`src/rtl/fetch_queue_unit_if.sv`:
```
// Bus bundle between the fetch queue and its icache/predictor/ROB/decode neighbours.
// The slave modport is the fetch_queue_unit view; master is the surrounding pipeline.
interface fetch_queue_unit_if;
    logic        fetchValid;
    logic [31:0] fetchAddr;
    logic        instrInValid;
    logic [31:0] instrIn;
    logic [31:0] instrAddr;
    logic        jump;
    logic        flush;
    logic [31:0] flushAddr;
    logic        jalrDone;
    logic [31:0] jalrTarget;
    logic        issueValid;
    logic [31:0] issueInstr;
    logic [31:0] issuePc;
    logic        issuePredTaken;
    logic        issueReady;

    modport slave (
        output fetchValid, fetchAddr,
        input  instrInValid, instrIn, instrAddr, jump,
        input  flush, flushAddr, jalrDone, jalrTarget,
        output issueValid, issueInstr, issuePc, issuePredTaken,
        input  issueReady
    );

    modport master (
        input  fetchValid, fetchAddr,
        output instrInValid, instrIn, instrAddr, jump,
        output flush, flushAddr, jalrDone, jalrTarget,
        input  issueValid, issueInstr, issuePc, issuePredTaken,
        output issueReady
    );
endinterface

```
`src/rtl/fetch_queue_unit.sv`:
```
// Fetch stage: owns the PC, pre-decodes branch/JAL/JALR and buffers fetched words in a circular queue.
// Optional macro FETCH_JAL_REDIRECT_EN: JAL target computed in fetch; otherwise JAL stalls like JALR.
module fetch_queue_unit #(
    parameter int unsigned QUEUE_DEPTH_LOG2 = 3,
    parameter logic [31:0] RESET_PC         = 32'h0
) (
    input  logic              clockIn,
    input  logic              resetIn,
    fetch_queue_unit_if.slave bus
);
    localparam int unsigned IDX_W = QUEUE_DEPTH_LOG2;
    localparam int unsigned PTR_W = QUEUE_DEPTH_LOG2 + 1;
    localparam int unsigned DEPTH = 1 << QUEUE_DEPTH_LOG2;

    localparam logic [6:0] OP_BRANCH = 7'b1100011;
    localparam logic [6:0] OP_JAL    = 7'b1101111;
    localparam logic [6:0] OP_JALR   = 7'b1100111;

    typedef struct packed {
        logic [31:0] instr;
        logic [31:0] pc;
        logic        pred;
    } entry_t;

    entry_t           r_mem [DEPTH];
    logic [PTR_W-1:0] r_head;
    logic [PTR_W-1:0] r_tail;
    logic [31:0]      r_pc;
    logic             r_stall;

    logic        w_full;
    logic        w_empty;
    logic        w_fetch_valid;
    logic        w_accept;
    logic        w_pop;
    logic [31:0] w_next_pc;
    logic        w_set_stall;
    logic        w_pred;
    logic [31:0] w_bimm;
`ifdef FETCH_JAL_REDIRECT_EN
    logic [31:0] w_jimm;
`endif
    entry_t      w_head_entry;

    assign w_full  = (r_head[IDX_W] != r_tail[IDX_W]) && (r_head[IDX_W-1:0] == r_tail[IDX_W-1:0]);
    assign w_empty = (r_head == r_tail);

    assign w_fetch_valid = ~r_stall & ~w_full;
    // Mismatched instrAddr marks a stale response from before a redirect; it is dropped.
    assign w_accept = w_fetch_valid & bus.instrInValid & (bus.instrAddr == r_pc) & ~bus.flush;
    assign w_pop    = ~w_empty & bus.issueReady & ~bus.flush;

    assign w_bimm = {{20{bus.instrIn[31]}}, bus.instrIn[7], bus.instrIn[30:25],
                     bus.instrIn[11:8], 1'b0};
`ifdef FETCH_JAL_REDIRECT_EN
    assign w_jimm = {{12{bus.instrIn[31]}}, bus.instrIn[19:12], bus.instrIn[20],
                     bus.instrIn[30:21], 1'b0};
`endif

    // Next-PC selection from the pre-decoded opcode of the accepted word.
    always_comb begin
        w_next_pc   = r_pc + 32'd4;
        w_set_stall = 1'b0;
        w_pred      = 1'b0;
        case (bus.instrIn[6:0])
            OP_BRANCH: begin
                w_pred = bus.jump;
                if (bus.jump) begin
                    w_next_pc = r_pc + w_bimm;
                end
            end
            OP_JAL: begin
`ifdef FETCH_JAL_REDIRECT_EN
                w_next_pc = r_pc + w_jimm;
`else
                w_next_pc   = r_pc;
                w_set_stall = 1'b1;
`endif
            end
            OP_JALR: begin
                w_next_pc   = r_pc;
                w_set_stall = 1'b1;
            end
            default: ;
        endcase
    end

    // Control state: reset beats flush, flush beats accept/pop/jalrDone.
    always_ff @(posedge clockIn) begin
        if (resetIn) begin
            r_pc    <= RESET_PC;
            r_stall <= 1'b0;
            r_head  <= '0;
            r_tail  <= '0;
        end else if (bus.flush) begin
            r_pc    <= bus.flushAddr;
            r_stall <= 1'b0;
            r_head  <= r_tail;
        end else begin
            if (w_accept) begin
                r_pc    <= w_next_pc;
                r_stall <= w_set_stall;
                r_tail  <= r_tail + PTR_W'(1);
            end else if (r_stall && bus.jalrDone) begin
                r_pc    <= bus.jalrTarget;
                r_stall <= 1'b0;
            end
            if (w_pop) begin
                r_head <= r_head + PTR_W'(1);
            end
        end
    end

    // Queue storage carries no reset; validity is tracked solely by the pointers.
    always_ff @(posedge clockIn) begin
        if (w_accept) begin
            r_mem[r_tail[IDX_W-1:0]] <= '{instr: bus.instrIn, pc: r_pc, pred: w_pred};
        end
    end

    assign w_head_entry = r_mem[r_head[IDX_W-1:0]];

    assign bus.fetchValid     = w_fetch_valid;
    assign bus.fetchAddr      = r_pc;
    assign bus.issueValid     = ~w_empty;
    assign bus.issueInstr     = w_head_entry.instr;
    assign bus.issuePc        = w_head_entry.pc;
    assign bus.issuePredTaken = w_head_entry.pred;
endmodule

```
`src/flat_wrapper.sv`:
```
// flat-port wrapper written by rule: the top's interface ports become plain ports
module fetch_queue_unit_flat 
#(
    parameter int unsigned QUEUE_DEPTH_LOG2 = 3,
    parameter logic [31:0] RESET_PC         = 32'h0
)
  (clockIn, resetIn, bus_fetchValid, bus_fetchAddr, bus_instrInValid, bus_instrIn, bus_instrAddr, bus_jump, bus_flush, bus_flushAddr, bus_jalrDone, bus_jalrTarget, bus_issueValid, bus_issueInstr, bus_issuePc, bus_issuePredTaken, bus_issueReady);
  fetch_queue_unit_if bus_i ();
  input  logic clockIn;
  input  logic resetIn;
  output wire logic [$bits(bus_i.fetchValid)-1:0] bus_fetchValid;
  output wire logic [$bits(bus_i.fetchAddr)-1:0] bus_fetchAddr;
  input wire logic [$bits(bus_i.instrInValid)-1:0] bus_instrInValid;
  input wire logic [$bits(bus_i.instrIn)-1:0] bus_instrIn;
  input wire logic [$bits(bus_i.instrAddr)-1:0] bus_instrAddr;
  input wire logic [$bits(bus_i.jump)-1:0] bus_jump;
  input wire logic [$bits(bus_i.flush)-1:0] bus_flush;
  input wire logic [$bits(bus_i.flushAddr)-1:0] bus_flushAddr;
  input wire logic [$bits(bus_i.jalrDone)-1:0] bus_jalrDone;
  input wire logic [$bits(bus_i.jalrTarget)-1:0] bus_jalrTarget;
  output wire logic [$bits(bus_i.issueValid)-1:0] bus_issueValid;
  output wire logic [$bits(bus_i.issueInstr)-1:0] bus_issueInstr;
  output wire logic [$bits(bus_i.issuePc)-1:0] bus_issuePc;
  output wire logic [$bits(bus_i.issuePredTaken)-1:0] bus_issuePredTaken;
  input wire logic [$bits(bus_i.issueReady)-1:0] bus_issueReady;
  assign bus_fetchValid = bus_i.fetchValid;
  assign bus_fetchAddr = bus_i.fetchAddr;
  assign bus_i.instrInValid = bus_instrInValid;
  assign bus_i.instrIn = bus_instrIn;
  assign bus_i.instrAddr = bus_instrAddr;
  assign bus_i.jump = bus_jump;
  assign bus_i.flush = bus_flush;
  assign bus_i.flushAddr = bus_flushAddr;
  assign bus_i.jalrDone = bus_jalrDone;
  assign bus_i.jalrTarget = bus_jalrTarget;
  assign bus_issueValid = bus_i.issueValid;
  assign bus_issueInstr = bus_i.issueInstr;
  assign bus_issuePc = bus_i.issuePc;
  assign bus_issuePredTaken = bus_i.issuePredTaken;
  assign bus_i.issueReady = bus_issueReady;
  fetch_queue_unit #(.QUEUE_DEPTH_LOG2(QUEUE_DEPTH_LOG2), .RESET_PC(RESET_PC)) u_core (.clockIn(clockIn), .resetIn(resetIn), .bus(bus_i));
endmodule
```
`config.mk`:
```
export PLATFORM = sky130hd
export DESIGN_NAME = fetch_queue_unit_flat
export DESIGN_NICKNAME = d
export VERILOG_FILES = /design/src/rtl/fetch_queue_unit_if.sv /design/src/rtl/fetch_queue_unit.sv /design/src/flat_wrapper.sv
export SDC_FILE = /design/constraint.sdc
export NUM_CORES = 1
export LEC_CHECK = 0
export ABC_AREA = 1
export CORE_ASPECT_RATIO = 1.5
export CORE_MARGIN = 1
export CORE_UTILIZATION = 38
export DETAILED_ROUTE_END_ITERATION = 10
export PLACE_DENSITY = 0.52
export SLEW_MARGIN = 10
export SYNTH_ARGS = -nofsm -noshare
export SYNTH_HDL_FRONTEND = slang
export SYNTH_SLANG_ARGS = --single-unit
```
`constraint.sdc`:
```
create_clock -name clockIn -period 19.1 [get_ports clockIn]
set_input_delay 4.775 -clock clockIn [delete_from_list [all_inputs] [get_ports clockIn]]
set_output_delay 4.775 -clock clockIn [all_outputs]
set_load 0.05 [all_outputs]
```
### After elaboration in Yosys (flattened, before gate mapping)

Memories as Yosys holds them, arrays and structs flattened. A register that Yosys moved wholly into a read port is not among the register bits.
Cells that the tools add are included.

| storage, ports and cells | value |
|---|---|
| memories | 1 |
| input port bits | 135 |
| memory bits (writable) | 520 |
| register bits after elaboration | 41 |
| output and inout port bits | 99 |
| word-level logic and storage cells | 51 |

Memory list:

| memory | depth | bits a word | rd ports | clocked after memory_dff | write ports | line | RTL |
|---|---|---|---|---|---|---|---|
| u_core.r_mem | 8 | 65 | 1 | 1 | 1 | fetch_queue_unit.sv:25 | `entry_t r_mem [DEPTH];` |

| operators by class | value |
|---|---|
| reductions and logical operators | 9 |
| muxes and demuxes | 15 |
| equality and inequality tests | 8 |
| bitwise logic cells | 10 |
| add/subtract/negate cells | 4 |

Operators by type and width:

| cell | count |
|---|---|
| $mux W32 | 4 |
| $pmux W32 S2 | 1 |
| $add A32 B3 Y32 const B | 1 |
| $add A32 B32 Y32 | 1 |
| $eq A32 B32 Y1 | 1 |
| $eq A7 B7 Y1 const B | 3 |
| $add A4 B1 Y4 const B | 2 |
| $mux W4 | 2 |
| $and A1 B1 Y1 | 6 |
| $mux W1 | 6 |
| $mux W3 | 2 |
| $eq A4 B4 Y1 | 1 |
| $not A1 Y1 | 4 |
| $reduce_and A2 Y1 | 2 |
| $reduce_bool A2 Y1 | 2 |
| $reduce_or A2 Y1 | 2 |
| $eq A3 B3 Y1 | 1 |
| $ne A3 B3 Y1 const B | 1 |
| $reduce_bool A3 Y1 | 1 |
| $logic_and A1 B1 Y1 | 2 |
| $ne A1 B1 Y1 | 1 |

### Logic depth before layout (Yosys ltp)

Gate-level depths: netlist of the first run.

| depth | value |
|---|---|
| depth after elaboration | 9 |
| gate-level depth with buffers | 17 |
| gate-level depth less buffers | 16 |

### Worst setup path before layout of the first run

Ideal clock, no wire load.

| timing path | value |
|---|---|
| kind | input to register |
| from | input port bus_flush |
| to | memory u_core.r_mem[5][0] (netlist name) (enable) |
| path slack | 8.384 ns |
| library setup time | 0.568 ns |
| arrival time | 10.148 ns |
| cell stages on the path | 10 |
| path through | clkbuf_1 -> nor2_1 -> o2111ai_1 -> nor2_1 -> nand3_1 -> nor2_1 -> nand2_1 -> inv_2 -> nand2_1 -> nor3_1 |

| on the way | value |
|---|---|
| cells in the longest elaborated chain, start to end | 4 |

RTL lines:

| what | line | RTL |
|---|---|---|
| start, declared | flat_wrapper.sv:17 | `input wire logic [$bits(bus_i.flush)-1:0] bus_flush;` |
| $not A1 Y1 | fetch_queue_unit.sv:50 | `assign w_accept = w_fetch_valid & bus.instrInValid & (bus.instrAddr == r_pc) & ~bus.flush;` |
| $and A1 B1 Y1 | fetch_queue_unit.sv:50 |  |
| $mux W1 | fetch_queue_unit.sv:116 | `if (w_accept) begin` |
| $mux W1 (not written as such) | fetch_queue_unit.sv:117 | `r_mem[r_tail[IDX_W-1:0]] <= '{instr: bus.instrIn, pc: r_pc, pred: w_pred};` |
| end, declared | fetch_queue_unit.sv:25 |  |

Every way passes these cells.

==> flow_metrics.tcl, run 1 <==
set metrics [dict create \
    outcome "finished clean" \
    seqPwrFrac 0.475 \
    period_needed_ns 9.84 \
    cts_sinks 564 \
    power_mw 2.91 \
    cts_hold_buf 0 \
    fin_cells 3835 \
    fin_nets 3064 \
    num_rows 118 \
    routedWlPerCell_microns 22.1 \
    drt_iter0_drc 1192 \
    ff2ff_path_depth 13 \
    rsz0062_at_grt "false" \
    grtUsageTotal 0.238 \
    avgViaCountPerCell 5.33 \
    max-vdd-ir-drop_mv 0.0603 \
    relSlewSlack 0.218 \
    worstSkewPairLatency_ns 0.61 \
    fmax_mhz 102 \
    synth_top_area_share 0.592 \
    start_kind "flop" \
    routed_wl_microns 84900 \
    start_util 0.384 \
    h-tree-depth 2 \
    avgSynthCellArea_sq_um 9.76 \
    synth_most_common_cell "nor2_1" \
    place_area_sq_mm 0.0296 \
    combinationalPowerShare 0.158 \
    synth.distinct_cells 48 \
    synth_area_sq_mm 0.0264 \
    synth_edf_count 520 \
    endpoint "bus_issuePc[22]" \
    crit_arrival_ns 5.06 \
    finalSetupViolations 0 \
    reg2reg_from "u_core.bus.fetchAddr[1]" \
    cts_tree "done" \
    swShare 0.275 \
    path_clk_slew_ns 0.06 \
    final_hold_viol_count 0 \
    timing.final.ws_setup_ns 9.26 \
    core_sq_mm 0.0688 \
    overflow 0 \
    synth-seq-area-share 0.625 \
    port_buffers 233 \
    postCtsSetupRepairBufs 0 \
    dp_cells 3740 \
    yosys-top-cells-count "580 x nor2_1, 520 x edfxtp_1, 390 x nand2_1" \
    ys_warn_count 0 \
    internal_power_mw 2.11 \
    cp_max_fo 108 \
    cts_buffers 53 \
    post_cts_resized 0 \
    drive_gt1_frac 0.0620 \
    grt_start_max_net_pins 150 \
    clock_path_buffers 3 \
    io_pins 234 \
    async_flop_share 0 \
    fp.dieW_microns 217 \
    synth_ff_type "edfxtp_1" \
    drt.antenna.violating_nets 0 \
    place_ws_ns 9.76 \
    area_growth_pct 18.8 \
    tightest_slew_ns 1.17 \
    grt_pass1_wl_microns 125000 \
    tns_ns 0 \
    r2r_end "u_core.r_mem[4][24]" \
    synth_area_leaders "edfxtp_1 59%, nor2_1 8.2%, o21ai_0 6.2%" \
    synth.ff_latch_count 564 \
    synthesis.nets 2872 \
    power_leakage_nw 11.4 \
    syn_inst 2703 \
    clock-skew-final_ns 0.0239 \
    final_util 0.456 \
    dp_hpwl_microns 53900 \
    gp_congestion 0.947 \
    finalMaxSlewViolations 0 \
    endpoint_kind "primary output" \
    finalInstanceArea_sq_mm 0.0314 \
    die_height_microns 325 \
    firstDrtPassIters 5 \
    period_share 0.515 \
    first_global_vias 20540 \
    max-cap-violations 0 \
    n_antenna_cell 0 \
    clock_power_share 0.367 \
    regToRegSetupSlack_ns 14.40 \
    worstPathRequired_ns 14.32 \
    hold_class "flop to flop" \
    p_sw_mw 0.800 \
    die-area_sq_mm 0.0705 \
    yosysTopAreaCell "edfxtp_1" \
    drcViolationCount 0 \
    num_vias 20432 \
    holdPathStages 1 \
    cts_root_buffer "clkbuf_16" \
    whs_ns 0.522 \
    powerDensity_mw_per_mm2 92.8 \
    crit_type "flop to primary output" \
    grt_antenna_before_repair 0 \
]
[state kept, by name, summed over array words and instances, names as in the netlist, named ones only]
| name | flops |
|---|---|
| u_core.r_head | 4 |
| u_core.r_stall | 1 |
| u_core.r_tail | 4 |
| u_core.r_mem | 520 |
| u_core.bus.fetchAddr | 32 |
[final cells by class]
class | instances | area (sq um)
Clock inverter | 29 | 327
Sequential cell | 564 | 16500
Multi-Input combinational cell | 1818 | 8660
Timing Repair Buffer | 271 | 2620
Tap cell | 900 | 1130
Inverter | 187 | 714
Fill cell | 6570 | 37400
Clock buffer | 66 | 1410
[power by group through the flow]
| stage | Clock [mW] | Sequential, mW | Combinational [mW] |
|---|---|---|---|
| floorplan | 0 | 1.42 | 0.272 |
| global placement | 0 | 1.41 | 0.459 |
| detailed placement | 0 | 1.41 | 0.463 |
| CTS | 1.09 | 1.38 | 0.465 |
| global route | 1.14 | 1.38 | 0.500 |
| finish | 1.07 | 1.38 | 0.461 |
[worst min path at each step]
| stage | from | end | slack, ns |
|---|---|---|---|
| final | u_core.r_tail[3] | u_core.r_tail[3] | 0.52 |
| after floorplan | u_core.r_tail[3] | u_core.r_tail[3] | 0.46 |
| after global routing | u_core.r_tail[3] | u_core.r_tail[3] | 0.55 |
| after CTS | u_core.r_tail[3] | u_core.r_tail[3] | 0.53 |
| after global placement | u_core.r_tail[3] | u_core.r_tail[3] | 0.50 |
| after detailed placement | u_core.r_tail[3] | u_core.r_tail[3] | 0.52 |
[logic make-up (layout without fill, tap and decap cells)]
kind of cell	count (synthesis)	in the layout	synth area share
AOI/OAI and AO/OA	583	583	0.120
xor gates and xnor gates	19	19	0.00631
adders and majority gates	34	34	0.0164
buffers and inverters	321	553	0.0491
DFF	564	564	0.625
and+or+nand+nor	1182	1182	0.183
[cells in the final DEF (no fill, tap or decap), types with 9 or more instances in the layout]
master	synthesis	routed
a31oi_1	67	67
buf_4	4	38
clkinv_1	0	9
o21ai_0	325	325
clkbuf_1	100	11
or2_2	27	27
clkbuf_16	0	54
inv_1	180	177
dfxtp_1	44	42
o21ai_1	11	11
edfxtp_1	520	520
xor2_1	12	12
nor3_1	23	17
nand4_1	28	28
o22ai_1	65	65
nand2_1	390	390
a21oi_1	90	90
clkdlybuf4s50_1	0	233
ha_1	33	33
nand3_1	107	107
nor2_1	580	578
[critical path, cell delays in order (launching register included)]
cell and delay (ns):
dfxtp_4 0.75, buf_4 0.98, buf_4 0.92, o21ai_0 0.21
o22ai_1 0.20, nor2_1 0.06, a31oi_1 0.37, clkdlybuf4s50_1 0.89
[metal layers]
| metal | share of wire | wire length [microns] | global-route usage |
|---|---|---|---|
| met5 | 0 | 0 | 0 |
| met4 | 0.047 | 4020 | 0.112 |
| met3 | 0.043 | 3620 | 0.0324 |
| met2 | 0.51 | 43700 | 0.432 |
| met1 | 0.40 | 33600 | 0.274 |
No activity file was read; power rests on OpenSTA's default activity.
==> run 2: changes to the inputs <==
==> constraint.sdc (replaced) <==
create_clock -name clockIn -period 10.32 [get_ports clockIn]
set_input_delay 2.58 -clock clockIn [delete_from_list [all_inputs] [get_ports clockIn]]
set_output_delay 2.58 -clock clockIn [all_outputs]
set_load 0.05 [all_outputs]
==> run 2 against run 1 <==
Clock skew grew 0.0063 ns. Total power grew 85%. Critical endpoint is now bus_issueInstr[31]. Worst setup slack lost 5.9 ns. Via count grew 0.71%.
==> flow_metrics.tcl, run 2 (same netlist as run 1, synthesis figures left out) <==
set metrics [dict create \
    power_leakage_nw 11.4 \
    largest_reg_flops 520 \
    outcome "finished clean" \
    die-area_sq_mm 0.0705 \
    whs_endpoint "u_core.r_head[3]" \
    avgViaCountPerCell 5.35 \
    cpPeakStageDelay_ns 0.88 \
    drt.antenna.violating_nets 0 \
    clock-skew-final_ns 0.0302 \
    p_sw_mw 1.49 \
    routed_wl_microns 85300 \
    seqPwrFrac 0.476 \
    routedWlPerCell_microns 22.2 \
    cts_root_buffer "clkbuf_16" \
    grt_start_max_net_pins 125 \
    cp_top_family "buffers and inverters" \
    power_mw 5.38 \
    area_growth_pct 18.8 \
    first_global_vias 20278 \
    tightest_slew_ns 1.21 \
    period_share 0.676 \
    crit_slowest_cell "clkdlybuf4s50_1" \
    cts_buffers 55 \
    wl_met1_microns 33600 \
    relSlewSlack 0.194 \
    r2r_end "u_core.r_mem[1][31]" \
    start_kind "flop" \
    tns_ns 0 \
    topRoutingLayerUsed "met4" \
    worstPathCellList "buf_4 > buf_4 > o21ai_0 > o22ai_1 > nor2_1 > a31oi_1 > clkdlybuf4s50_1" \
    regToRegSetupSlack_ns 6.12 \
    finalMaxSlewViolations 0 \
    grt_pass1_wl_microns 126000 \
    cp_common_cell "buf_4" \
    holdPathStages 2 \
    wl_met2_microns 43800 \
    max-vdd-ir-drop_mv 0.116 \
    crit_buf_inv 3 \
    fin_nets 3069 \
    crit_type "flop to primary output" \
    finalSetupViolations 0 \
    rsz0062_at_grt "false" \
    ff2ff_path_depth 14 \
    cts_sinks 564 \
    die_height_microns 325 \
    reg2reg_from "u_core.bus.fetchAddr[1]" \
    cts_tree "done" \
    h-tree-depth 2 \
    powerDensity_mw_per_mm2 172 \
    worstHoldStart "u_core.r_head[3]" \
    internal_power_mw 3.89 \
    gp_congestion 0.996 \
    final_hold_viol_count 0 \
    clock_path_buffers 3 \
    worstSkewPairLatency_ns 0.62 \
    clock_power_share 0.365 \
    io_pins 234 \
    path_clk_slew_ns 0.06 \
    firstDrtPassIters 6 \
    grtUsageTotal 0.239 \
    drcViolationCount 0 \
    dp_hpwl_microns 54500 \
    drive_gt1_frac 0.0639 \
    hold_class "flop to flop" \
    port_buffers 233 \
    fmax_mhz 143 \
    mostFrequentLayoutCell "nor2_1" \
    swShare 0.277 \
    post_cts_resized 0 \
    cts_hold_buf 0 \
    postCtsSetupRepairBufs 0 \
    combinationalPowerShare 0.159 \
    cp_max_fo 91 \
    overflow 0 \
    max-cap-violations 0 \
    core_sq_mm 0.0688 \
    grt_antenna_before_repair 1 \
    wl_met3_microns 3380 \
    most-common-layout-cells "578 x nor2_1, 520 x edfxtp_1, 390 x nand2_1, 325 x o21ai_0, 233 x clkdlybuf4s50_1" \
    period_needed_ns 6.98 \
    crit_arrival_ns 4.40 \
    worstPathRequired_ns 7.74 \
    num_vias 20577 \
    fp.dieW_microns 217 \
    drt_iter0_drc 1600 \
    endpoint_kind "primary output" \
    num_rows 118 \
    start_util 0.384 \
]
run 2: worst max-delay path by stage:
stage,start,to,slack [ns],depth (start not counted)
global route,flop,bus_issuePc[11],3.06,7
detailed placement,flop,bus_issueInstr[31],3.91,7
CTS,flop,bus_issueInstr[31],3.21,7
finish,flop,bus_issueInstr[31],3.34,7
floorplan,bus_flush,u_core.r_mem[5][0],1.80,10
global placement,flop,bus_issueInstr[31],3.94,7
run 2: power groups by stage:
stage / Clock (mW) / Combinational (mW) / Sequential, mW
global placement: 0 / 0.854 / 2.61
floorplan: 0 / 0.503 / 2.62
finish: 1.97 / 0.856 / 2.56
detailed placement: 0 / 0.859 / 2.61
global route: 2.09 / 0.927 / 2.56
CTS: 2.01 / 0.862 / 2.56
run 2: final cells by class:
class | instances | area (sq um)
timing repair buffer | 274 | 2640
antenna | 1 | 2.50
tap | 900 | 1130
clock buffer | 68 | 1430
sequential | 564 | 16500
clock inverter | 32 | 302
multi-input combinational | 1818 | 8650
inverter | 187 | 714
fill | 6637 | 37400
run 2: metrics by stage:
step	cell area [sq um]	worst slack [ns]	instances	hold WS [ns]	utilization
after CTS	31400	3.21	3843	0.530	0.456
after global routing	31400	3.06	3843	0.555	0.456
final	31400	3.34	3844	0.536	0.456
after detailed placement	29600	3.91	3743	0.504	0.431
after floorplan	26400	1.80	2703	0.457	-
after global placement	29600	3.94	3743	0.504	0.431
run 2: metal layers:
layer  vias up  global-route usage
met2       600               0.429
met1     10015               0.280
li1       9788                   -
met5         -                   0
met4         0               0.118
met3       174              0.0278
run 2: worst reg2reg max path, delay by kind of cell, from the launching register on:
family          cells  cell delay (ns)
flops               1             0.73
simple gates        9             1.30
buf+inv             4             1.36
compound gates      1             0.34
==> run 3: changes to the inputs <==
--- a/config.mk
+++ b/config.mk
@@ -10,7 +10,7 @@
 export CORE_MARGIN = 1
 export CORE_UTILIZATION = 38
 export DETAILED_ROUTE_END_ITERATION = 10
-export PLACE_DENSITY = 0.52
+export PLACE_DENSITY = 0.55
 export SLEW_MARGIN = 10
 export SYNTH_ARGS = -nofsm -noshare
 export SYNTH_HDL_FRONTEND = slang
==> constraint.sdc (replaced) <==
create_clock -name clockIn -period 6.03 [get_ports clockIn]
set_input_delay 1.5075 -clock clockIn [delete_from_list [all_inputs] [get_ports clockIn]]
set_output_delay 1.5075 -clock clockIn [all_outputs]
set_load 0.05 [all_outputs]
==> run 3 against run 2 <==
Highest routed layer unchanged. Worst setup slack worse by 2.6 ns. Clock-buffer cell count is 4 lower. Via count is 0.16% higher. Clock power is 66% higher. Critical path depth stayed put. Global-route usage is 0.089 points higher. Routed wire length is 0.13% lower. Final cell count hardly changed. Clock skew is 0.0076 ns lower.
==> flow_metrics.tcl, run 3 (same netlist as run 1, synthesis figures left out) <==
set metrics [dict create \
    cp_top_family "buffers and inverters" \
    final_util 0.459 \
    io_pins 234 \
    rsz0062_at_grt "false" \
    place_ws_ns 0.880 \
    multi_input_area_sq_mm 0.00866 \
    fp.dieW_microns 217 \
    finalSetupViolations 0 \
    period_share 0.874 \
    cts_root_buffer "clkbuf_16" \
    drt_iter0_drc 1479 \
    die-area_sq_mm 0.0705 \
    clock-skew-final_ns 0.0226 \
    timing.final.ws_setup_ns 0.758 \
    finalInstanceArea_sq_mm 0.0315 \
    worstPathCellList "inv_6 > buf_4 > o21ai_0 > o22ai_1 > nor2_1 > a31oi_1 > clkdlybuf4s50_1" \
    seq_area_sq_mm 0.0165 \
    cpPeakStageDelay_ns 0.88 \
    h-tree-depth 2 \
    gp_congestion 1.06 \
    place_area_sq_mm 0.0299 \
    grt_pass1_wl_microns 127000 \
    period_needed_ns 5.27 \
    power_mw 9.14 \
    clock_path_buffers 3 \
    overflow 0 \
    mostFrequentLayoutCell "nor2_1" \
    die_height_microns 325 \
    start_kind "flop" \
    dp_hpwl_microns 54800 \
    cp_max_fo 109 \
    drt.antenna.violating_nets 0 \
    whs_ns 0.518 \
    final_hold_viol_count 0 \
    fmax_mhz 190 \
    power_leakage_nw 11.4 \
    worstPathRequired_ns 4.52 \
    most-common-layout-cells "578 x nor2_1, 520 x edfxtp_1, 390 x nand2_1, 325 x o21ai_0, 233 x clkdlybuf4s50_1" \
    num_rows 118 \
    hold_class "flop to flop" \
    cts_buffers 52 \
    outcome "finished clean" \
    crit_buf_inv 3 \
    area_growth_pct 19.5 \
    tightest_slew_ns 1.22 \
    cts_sinks 564 \
    post_cts_resized 0 \
    endpoint_kind "primary output" \
    fin_nets 3068 \
    max-cap-violations 0 \
    start_util 0.384 \
    worstSkewPairLatency_ns 0.62 \
    grt_antenna_before_repair 0 \
    path_clk_slew_ns 0.06 \
    routed_wl_microns 85200 \
    first_global_vias 20616 \
    crit_arrival_ns 3.76 \
    core_sq_mm 0.0688 \
    max-vdd-ir-drop_mv 0.180 \
    grtUsageTotal 0.240 \
    cts_tree "done" \
    drive_gt1_frac 0.0629 \
    grt_start_max_net_pins 131 \
    port_buffers 233 \
    routedWlPerCell_microns 22.2 \
    postCtsSetupRepairBufs 0 \
    finalMaxSlewViolations 0 \
    powerDensity_mw_per_mm2 290 \
    avgViaCountPerCell 5.37 \
    firstDrtPassIters 5 \
    crit_slowest_cell "clkdlybuf4s50_1" \
    largest_reg_flops 520 \
    relSlewSlack 0.184 \
    drcViolationCount 0 \
    fillCellCount 6546 \
    crit_type "flop to primary output" \
    cts_hold_buf 0 \
    num_vias 20610 \
    n_antenna_cell 0 \
]
-- run 3: cell types whose count changed in the layout (fill, tap and decap cells not counted), sizes merged --
cell      before  now
clkinvlp       5    2
diode          1    0
clkinv        18   21
clkbuf        68   64
buf           41   43
-- run 3: path summary, 6_finish.rpt --
check                           start  cells past startpoint                 end  slack, ns
max                              flop                      7   bus_issueInstr[7]       0.76
min                  u_core.r_tail[3]                      1    u_core.r_tail[3]       0.52
max reg2reg  u_core.bus.fetchAddr[27]                     10  u_core.r_mem[0][3]       1.97
min reg2reg          u_core.r_tail[3]                      1    u_core.r_tail[3]       0.52
-- run 3: report_power, final --
group | leakage [nW] | internal [mW] | switching [mW]
Clock | 0.812 | 1.82 | 1.45
Sequential | 5.11 | 4.30 | 0.0924
Combinational | 5.49 | 0.476 | 0.999
-- run 3: metal layers --
metal / share of wire / up-vias / track usage
li1: - / 9795 / -
met1: 0.39 / 9902 / 0.275
met2: 0.51 / 705 / 0.431
met3: 0.050 / 208 / 0.0331
met4: 0.054 / 0 / 0.124
met5: 0 / - / 0
-- run 3: layout make-up --
class                   instances  area share
flip-flops and latches        564       0.523
multi-input cells            1818       0.274
repair buffers                276      0.0913
clock buffers                  64      0.0430
well taps                     900      0.0357
inverters                     187      0.0226
clock inverters                32     0.00984
-- run 3: stage by stage --
stage                     std cells  TNS, ns
after floorplan                2703  -460.31
after global placement         3745        0
after detailed placement       3745        0
after CTS                      3841        0
after global routing           3841        0
final                          3841        0
